$ cat src/rtl/board_pkg.sv
// Shared definitions for the board datapath: geometry, piece codes,
// FSM state encoding and the square-address helper.
package board_pkg;

  localparam int COORD_W   = 3;
  localparam int PIECE_W   = 4;
  localparam int ADDR_W    = 2 * COORD_W;
  localparam int BOARD_DIM = 8;

  localparam logic [PIECE_W-1:0] EMPTY     = 4'd0;
  localparam logic [PIECE_W-1:0] P0_PAWN   = 4'd1;
  localparam logic [PIECE_W-1:0] P0_ROOK   = 4'd2;
  localparam logic [PIECE_W-1:0] P0_KNIGHT = 4'd3;
  localparam logic [PIECE_W-1:0] P0_BISHOP = 4'd4;
  localparam logic [PIECE_W-1:0] P0_QUEEN  = 4'd5;
  localparam logic [PIECE_W-1:0] P0_KING   = 4'd6;
  localparam logic [PIECE_W-1:0] P1_OFFSET = 4'd6;
  localparam logic [PIECE_W-1:0] P1_KING   = 4'd12;

  localparam logic [ADDR_W-1:0] LAST_SQUARE = ADDR_W'(BOARD_DIM * BOARD_DIM - 1);

  typedef enum logic [2:0] {
    S_IDLE,
    S_INIT,
    S_INIT_DONE,
    S_MOVE_CLEAR,
    S_MOVE_PLACE,
    S_MOVE_DONE
  } state_t;

  // Square (x,y) lives at y*8+x.
  function automatic logic [ADDR_W-1:0] square_addr(input logic [COORD_W-1:0] x,
                                                    input logic [COORD_W-1:0] y);
    return {y, x};
  endfunction

endpackage

$ cat src/rtl/board_init_rom.sv
// Opening-position lookup: square address in, starting piece code out.
module board_init_rom
  import board_pkg::*;
(
  input  logic [ADDR_W-1:0]  address,
  output logic [PIECE_W-1:0] piece
);

  logic [COORD_W-1:0] row;
  logic [COORD_W-1:0] col;
  logic [PIECE_W-1:0] back_rank;

  assign row = address[ADDR_W-1:COORD_W];
  assign col = address[COORD_W-1:0];

  // Player 0 back-rank piece for this column; player 1 mirrors it with an offset.
  always_comb begin
    // NOTE: every combinational output gets a default first so no path can infer a latch.
    back_rank = EMPTY;
    unique case (col)
      3'd0, 3'd7: back_rank = P0_ROOK;
      3'd1, 3'd6: back_rank = P0_KNIGHT;
      3'd2, 3'd5: back_rank = P0_BISHOP;
      3'd3:       back_rank = P0_QUEEN;
      3'd4:       back_rank = P0_KING;
      default:    back_rank = EMPTY;
    endcase
  end

  // Select the piece by row: back ranks, pawn ranks, empty middle.
  always_comb begin
    piece = EMPTY;
    unique case (row)
      3'd0:    piece = back_rank;
      3'd1:    piece = P0_PAWN;
      3'd6:    piece = P0_PAWN + P1_OFFSET;
      3'd7:    piece = back_rank + P1_OFFSET;
      default: piece = EMPTY;
    endcase
  end

endmodule

$ cat src/rtl/board_datapath.sv
// Sole writer of the 64-square board memory: writes the opening layout on
// initialize_board and performs clear-then-place on move_piece.
module board_datapath
  import board_pkg::*;
(
  input  logic               clk,
  input  logic               reset,
  input  logic               initialize_board,
  input  logic               move_piece,
  input  logic [PIECE_W-1:0] piece_to_move,
  input  logic [COORD_W-1:0] origin_x,
  input  logic [COORD_W-1:0] origin_y,
  input  logic [COORD_W-1:0] destination_x,
  input  logic [COORD_W-1:0] destination_y,
  output logic [ADDR_W-1:0]  address,
  output logic [PIECE_W-1:0] data_out,
  output logic               write_enable,
  output logic               busy,
  output logic               initialize_complete,
  output logic               move_complete
);

  state_t             state;
  logic [ADDR_W-1:0]  counter;
  logic [ADDR_W-1:0]  rom_addr;
  logic [PIECE_W-1:0] rom_piece;
  logic [COORD_W-1:0] dest_x_q;
  logic [COORD_W-1:0] dest_y_q;
  logic [PIECE_W-1:0] piece_q;

  // The ROM is looked up one square ahead so the registered write data
  // lines up with the registered address.
  always_comb begin
    rom_addr = '0;
    if (state == S_INIT) rom_addr = counter + 6'd1;
  end

  board_init_rom u_rom (
    .address (rom_addr),
    .piece   (rom_piece)
  );

  assign busy = (state != S_IDLE);

  // Control FSM with registered memory-port outputs and done pulses.
  always_ff @(posedge clk) begin
    if (reset) begin
      state               <= S_IDLE;
      counter             <= '0;
      dest_x_q            <= '0;
      dest_y_q            <= '0;
      piece_q             <= EMPTY;
      address             <= '0;
      data_out            <= EMPTY;
      write_enable        <= 1'b0;
      initialize_complete <= 1'b0;
      move_complete       <= 1'b0;
    end else begin
      // NOTE: state is updated with non-blocking assignments so every branch
      // below sees the pre-edge values; the defaults make the port idle unless
      // a state explicitly drives it.
      address             <= '0;
      data_out            <= EMPTY;
      write_enable        <= 1'b0;
      initialize_complete <= 1'b0;
      move_complete       <= 1'b0;

      unique case (state)
        S_IDLE: begin
          if (initialize_board) begin
            state        <= S_INIT;
            counter      <= '0;
            address      <= '0;
            data_out     <= P0_ROOK;
            write_enable <= 1'b1;
          end else if (move_piece) begin
            dest_x_q     <= destination_x;
            dest_y_q     <= destination_y;
            piece_q      <= piece_to_move;
            state        <= S_MOVE_CLEAR;
            address      <= square_addr(origin_x, origin_y);
            data_out     <= EMPTY;
            write_enable <= 1'b1;
          end
        end

        S_INIT: begin
          if (counter == LAST_SQUARE) begin
            state               <= S_INIT_DONE;
            initialize_complete <= 1'b1;
          end else begin
            counter      <= counter + 6'd1;
            address      <= counter + 6'd1;
            data_out     <= rom_piece;
            write_enable <= 1'b1;
          end
        end

        S_INIT_DONE: state <= S_IDLE;

        S_MOVE_CLEAR: begin
          state        <= S_MOVE_PLACE;
          address      <= square_addr(dest_x_q, dest_y_q);
          data_out     <= piece_q;
          write_enable <= 1'b1;
        end

        S_MOVE_PLACE: begin
          state         <= S_MOVE_DONE;
          move_complete <= 1'b1;
        end

        S_MOVE_DONE: state <= S_IDLE;

        default: state <= S_IDLE;
      endcase
    end
  end

endmodule
$ cat config.mk
export PLATFORM = sky130hd
export DESIGN_NAME = board_datapath
export DESIGN_NICKNAME = d
export VERILOG_FILES = /design/src/rtl/board_pkg.sv /design/src/rtl/board_init_rom.sv /design/src/rtl/board_datapath.sv
export SDC_FILE = /design/constraint.sdc
export NUM_CORES = 1
export LEC_CHECK = 0
export BUFFER_PORTS_ARGS = -buffer_cell sky130_fd_sc_hd__buf_4
export CELL_PAD_IN_SITES_DETAIL_PLACEMENT = 0
export CELL_PAD_IN_SITES_GLOBAL_PLACEMENT = 1
export CORE_AREA = 2 2 79 58
export CTS_BUF_LIST = sky130_fd_sc_hd__clkbuf_4
export DETAILED_ROUTE_END_ITERATION = 8
export DIE_AREA = 0 0 81 60
export GPL_ROUTABILITY_DRIVEN = 0
export PLACE_DENSITY_LB_ADDON = 0.1
export RECOVER_POWER = 25
export SETUP_SLACK_MARGIN = 0.5
export SLEW_MARGIN = 5
export SYNTH_ARGS = -nofsm -noshare
export SYNTH_HDL_FRONTEND = slang
export SYNTH_SLANG_ARGS = --single-unit
$ cat constraint.sdc
create_clock -name clk -period 2.41 [get_ports clk]
set_input_delay 0.482 -clock clk [delete_from_list [all_inputs] [get_ports clk]]
set_output_delay 0.482 -clock clk [all_outputs]
set_load 0.05 [all_outputs]
[Word-level counts from Yosys, hierarchy flattened]
Memory sizes are Yosys's and may differ from the RTL's.
Index checks and enable logic that the tools add are counted.
Storage, ports and cells
  bits in registers: 32
  bits in latches: 0
  memory bits (writable): 0
  memory bits (read-only): 24
  bits of input ports: 20
  output and inout port bits: 14
  logic and storage cells: 56
  memories: 1
Cells by class
  add/subtract/negate cells: 2
  multiply operators: 0
  div/mod/pow operators: 0
  magnitude comparators: 0
  equality and inequality tests: 11
  shift-type cells: 0
  multiplexer cells: 22
  bitwise operators: 2
  reduce and logical (&&, ||, !) cells: 8
Memory list
  (name not given): depth 8, width 3, rd ports 1, clocked after memory_dff 0, write ports 0, RTL line board_init_rom.sv:20  | unique case (col)
Operator list (count)
  two-way mux 6 bit: 6
  case mux 6 bit (3 select lines): 1
  case mux 4 bit (4 select lines): 1
  case mux 3 bit (4 select lines): 1
  case mux 4 bit (3 select lines): 1
  case mux 6 bit (2 select lines): 1
  equality test 3 bit (second input constant): 3
  two-way mux 3 bit: 3
  adder 6 x 1 -> 6 bit (second input constant): 1
  equality test 3 x 1 -> 1 bit (second input constant): 2
  equality test 6 bit (second input constant): 1
  zero test 3 bit: 2
  AND reduction 3 bit: 2
  two-way mux 1 bit: 5
  adder 4 x 3 -> 4 bit (second input constant): 1
  two-way mux 4 bit: 1
  != test 2 bit (second input constant): 2
  equality test 3 x 2 -> 1 bit (second input constant): 1
  != test 3 bit (second input constant): 1
  case mux 1 bit (3 select lines): 1
  nonzero test 3 bit: 1
  two-way mux 2 bit: 1
  != test 2 x 1 -> 1 bit (second input constant): 1
  NOT 1 bit: 2
  3 further kinds: 3

[Depth between registers and ports, before layout]
An unclocked memory read counts as a cell.
  word-level depth: 7
  mapped depth: 10
  depth with buffers taken out: 9

[Modules after synthesis]
A second synthesis with hierarchy kept.
Unflattened totals
  cell total of the unflattened synthesis: 181
  area, all modules: 1541.5 sq um
Modules (own cells, without submodules)
  board_datapath: instances 1, cells each 158, area an instance 1391.3 sq um, sequential area each 640.6 sq um
  board_init_rom: instances 1, cells each 23, area an instance 150.1 sq um, sequential area each 0.0 sq um

[Least setup slack after synthesis]
OpenSTA, ideal clock, no wires.
  path type: reg-to-reg
  start point: register counter[0]
  end point: register data_out[3]
  data arrival time: 2.118 ns
  data required time: 2.337 ns
  setup slack: 0.219 ns
  stages on the path, launching flop included: 10
  buffers on the path: 1
  clock period less this slack: 2.191 ns
  path through: dfxtp_1 ha_1 buf_2 xnor2_1 nor3_1 a21oi_1 nor2_1 ha_1 or4_1 a21oi_1
On the way
  cells in the longest elaborated chain, start to end: 7
  elaborated cells on any way between the ends: 12
  classes of those cells: 2 x add/sub; 4 x eq/ne; 4 x mux; 1 x reduce/logical; 1 x memory
Ends and longest elaborated chain
  from (decl): RTL line board_datapath.sv:24  | logic [ADDR_W-1:0] counter;
  from (signal assigned): RTL line board_datapath.sv:92  | counter <= counter + 6'd1;
  adder 6 x 1 -> 6 bit: RTL line board_datapath.sv:35  | if (state == S_INIT) rom_addr = counter + 6'd1;
  two-way mux 6 bit: RTL line board_datapath.sv:35
  memory (8 x 3 bit)
  adder 4 x 3 -> 4 bit: RTL line board_init_rom.sv:37  | 3'd7: piece = back_rank + P1_OFFSET;
  case mux 4 bit (4 select lines): RTL line board_init_rom.sv:33  | unique case (row)
  two-way mux 4 bit (*): RTL line board_datapath.sv:88  | if (counter == LAST_SQUARE) begin
  case mux 4 bit (3 select lines) (*): RTL line board_datapath.sv:68  | unique case (state)
  to (signal assigned): RTL line board_datapath.sv:94  | data_out <= rom_piece;
  to (signal assigned): RTL line board_datapath.sv:104  | data_out <= piece_q;
  to (decl): RTL line board_datapath.sv:16  | output logic [PIECE_W-1:0] data_out,
Mark *: on every way between the ends. The rest lies on a longest branch, timed or not.
A chain may end at the register's enable or synchronous reset.

[Final worst setup path]
  start point: register state[2]
  end point: output busy
On the way
  cells in the longest elaborated chain, start to end: 1
Ends and longest elaborated chain
  from (decl): RTL line board_datapath.sv:23  | state_t state;
  from (signal assigned): RTL line board_datapath.sv:48  | state <= S_IDLE;
  from (signal assigned): RTL line board_datapath.sv:71  | state <= S_INIT;
  from (signal assigned): RTL line board_datapath.sv:80  | state <= S_MOVE_CLEAR;
  nonzero test 3 bit: RTL line board_datapath.sv:43  | assign busy = (state != S_IDLE);
  to (decl): RTL line board_datapath.sv:18  | output logic busy,
No other way between the ends.

==> impl_metrics.ini <==
[finish]
syn_to_final_growth_pct = 28.8
multi_input_area_um2 = 952
num-fill-cells = 446
antennaDiodeCount = 0
fin_nets = 269
seq_area_um2 = 653
final_util_pct = 50.7
drive_gt1_share_pct = 27.4

[critical_path]
cp-start-kind = flip-flop
path_cells = nor3_2 > buf_4 > inv_1 > buf_4
path_buf_inv = 3
crit_top_cell = buf_4
crit_family = flip-flops
path_max_fanout = 8
timing.rr.start = counter[0]
cpMaxStageDelayCell = dfxtp_1
cp.arrival_ps = 1440
max_stage_delay_ps = 520
path_class = flip-flop to output pin
end_kind = output pin
cp-startpoint = state[2]
cp.required_ps = 1930

[worst_hold_path]
min_path_type = input port to flip-flop
hp-start = piece_to_move[1]

[timing]
setup_tns_ps = 0
finalWorstSetupSlack_ps = 485
final-setup-viol-count = 0
rsz0062_at_grt = yes
slew_viol_final = 0
slew_headroom_pct = 57.0
timing.fmax_mhz = 519
period_needed_ps = 1930
period_share_pct = 79.9
tightest_slew_ps = 638
hold_slack_ps = 376
hold_viol = 0
fin_skew_ps = 7.94

[detailed_routing]
via_count = 1647
dr.pass1.iters = 6
first_iter_violations = 141
routed_via_density = 5.44
routedWlPerCell_um = 15.0
drt_wl_total_mm = 4.53
ant_nets = 0
drc = 0

[power_and_ir_drop]
vdd_ir_drop_max_uv = 364
power.density_nw_per_um2 = 583
p_leak_nw = 0.810

[clock_tree]
clock-root-buffer = clkbuf_4
clk_latency_ps = 340
cts_buffer_depth = 2
clk_pin_slew_ps = 110
cts_tree = done
clock-sinks = 32
htreeDepth = 2
hold_buffers = 0
numCtsBuffers = 5

[global_routing]
grt_overflow = 0
track_usage_pct = 20.6
grt_pass1_wl_mm = 7.43
first_global_vias = 1550
grt_max_degree = 23
antenna_found_initial = 0

[floorplanning]
fp.dieH_um = 60
start_util_pct = 39.4
fp.coreArea_um2 = 4150
row_count = 20
die_area_um2 = 4860
die_x_um = 81
ioPinCount = 34

[synthesis]
synth.avg_cell_area_um2 = 7.98
syn_nets = 227
synth_top_cell_by_area = dfxtp_1
synth-seq-cells = 32
synth_top_flop_cell = dfxtp_1
synth.cell_area_um2 = 1640
async_flop_share_pct = 0
synth.area.top_cells = dfxtp_1 39%, a21oi_1 9.8%, nand2_1 7.1%
synth_top_area_share_pct = 39.2
yosysSeqAreaShare_pct = 39.2
ys_types = 47
syn-instance-count = 205
yosysWarnings = 0
synth_edf_count = 0

[status]
status = finished, final reports clean

[placement]
pre_cts_slack_ps = 405
portBuffers = 33
place_hpwl_mm = 3.15

[job]
maxCapViolations = 0
==> power breakdown <==
group | total (W) | internal, W | switching, W
combinational | 0.000253 | 0.000101 | 0.000152
sequential | 0.000569 | 0.000552 | 0.0000168
clock | 0.000406 | 0.000212 | 0.000194
total | 0.00123 | 0.000864 | 0.000363
==> cells in the final DEF (no fill, tap or decap), types with 2 or more instances in the layout <==
cell	instances
clkbuf_4	5
nand3b_1	3
nor4b_1	2
nor4_1	2
buf_4	41
a22oi_1	5
nand3_1	3
a21oi_2	2
inv_1	4
o21ai_1	2
dfxtp_4	2
clkinv_1	2
and2_1	2
dfxtp_2	4
nor3_1	7
dfxtp_1	26
nor3_2	2
clkbuf_1	9
nand2b_1	4
o21ai_0	5
a21oi_1	30
nor2_1	19
xnor2_1	2
mux2i_1	2
a222oi_1	2
a31oi_1	3
nand2_1	31
==> worst reg2reg max path, stage by stage (launching register included) <==
cell,delay (ps)
dfxtp_4,360
ha_4,190
xnor2_4,240
xnor2_2,140
nand2_1,100
ha_1,300
and2_1,120
o22ai_1,80
a22o_1,250
==> flip-flops by register name, indices dropped and copies added, names as in the netlist <==
register	flops
state	3
write_enable	1
data_out	4
dest_x_q	3
initialize_complete	1
counter	6
dest_y_q	3
move_complete	1
address	6
piece_q	4
==> synth_stat cells, types with 4 or more instances <==
library cell,count
a21oi_1,32
dfxtp_1,32
nand2_1,31
nor2_1,19
nor3_1,9
buf_2,6
o21ai_0,6
a22oi_1,5
clkbuf_1,4
inv_1,4
nand2b_1,4
xnor2_1,4
==> per-layer routing <==
layer | track usage, % | part of all wire (%) | up-vias
met3 | 4.53 | 8.2 | 9
met2 | 30.8 | 45 | 73
met1 | 28.6 | 45 | 757
met4 | 8.72 | 1.9 | 0
met5 | 0 | 0 | -
li1 | - | - | 808
==> stage by stage <==
| stage | cell area (um2) | std cells | power [W] |
|---|---|---|---|
| 3_3_place_gp | 1950 | 284 | 0.000820 |
| 6_report | 2110 | 303 | 0.00123 |
| 4_1_cts | 2070 | 298 | 0.00124 |
| 5_1_grt | 2110 | 303 | 0.00129 |
| 3_5_place_dp | 1950 | 284 | 0.000823 |
| 2_1_floorplan | 1680 | 205 | 0.000737 |
==> logic make-up after synthesis <==
family	synth area share, %
and+or+nand+nor	26.2
AOI/OAI and AO/OA	23.2
DFF	39.2
buffers and inverters	6.04
xor gates and xnor gates	2.68
muxes	1.22
adders and majority gates	1.53
==> cell type report <==
| cell class | instances | area share, % |
|---|---|---|
| Clock buffer | 5 | 1.78 |
| Clock inverter | 3 | 1.78 |
| Inverter | 4 | 0.713 |
| Multi-Input combinational cell | 154 | 45.2 |
| Sequential cell | 32 | 31.0 |
| Tap cell | 55 | 3.27 |
| Timing Repair Buffer | 50 | 16.2 |
==> repair_timing <==
action | in CTS | in global routing
pin swaps | 1 | 5
gates resized for setup | 3 | 10
endpoints found under the setup margin | 3 | 5
setup buffers | 6 | 5
==> path summary, 6_finish.rpt <==
kind,depth (start not counted),to,slack (ps)
max,4,busy,480
min reg2reg,2,dest_y_q[0],470
max reg2reg,8,data_out[2],530
min,3,piece_q[1],380
No activity file was read; power rests on OpenSTA's default activity.
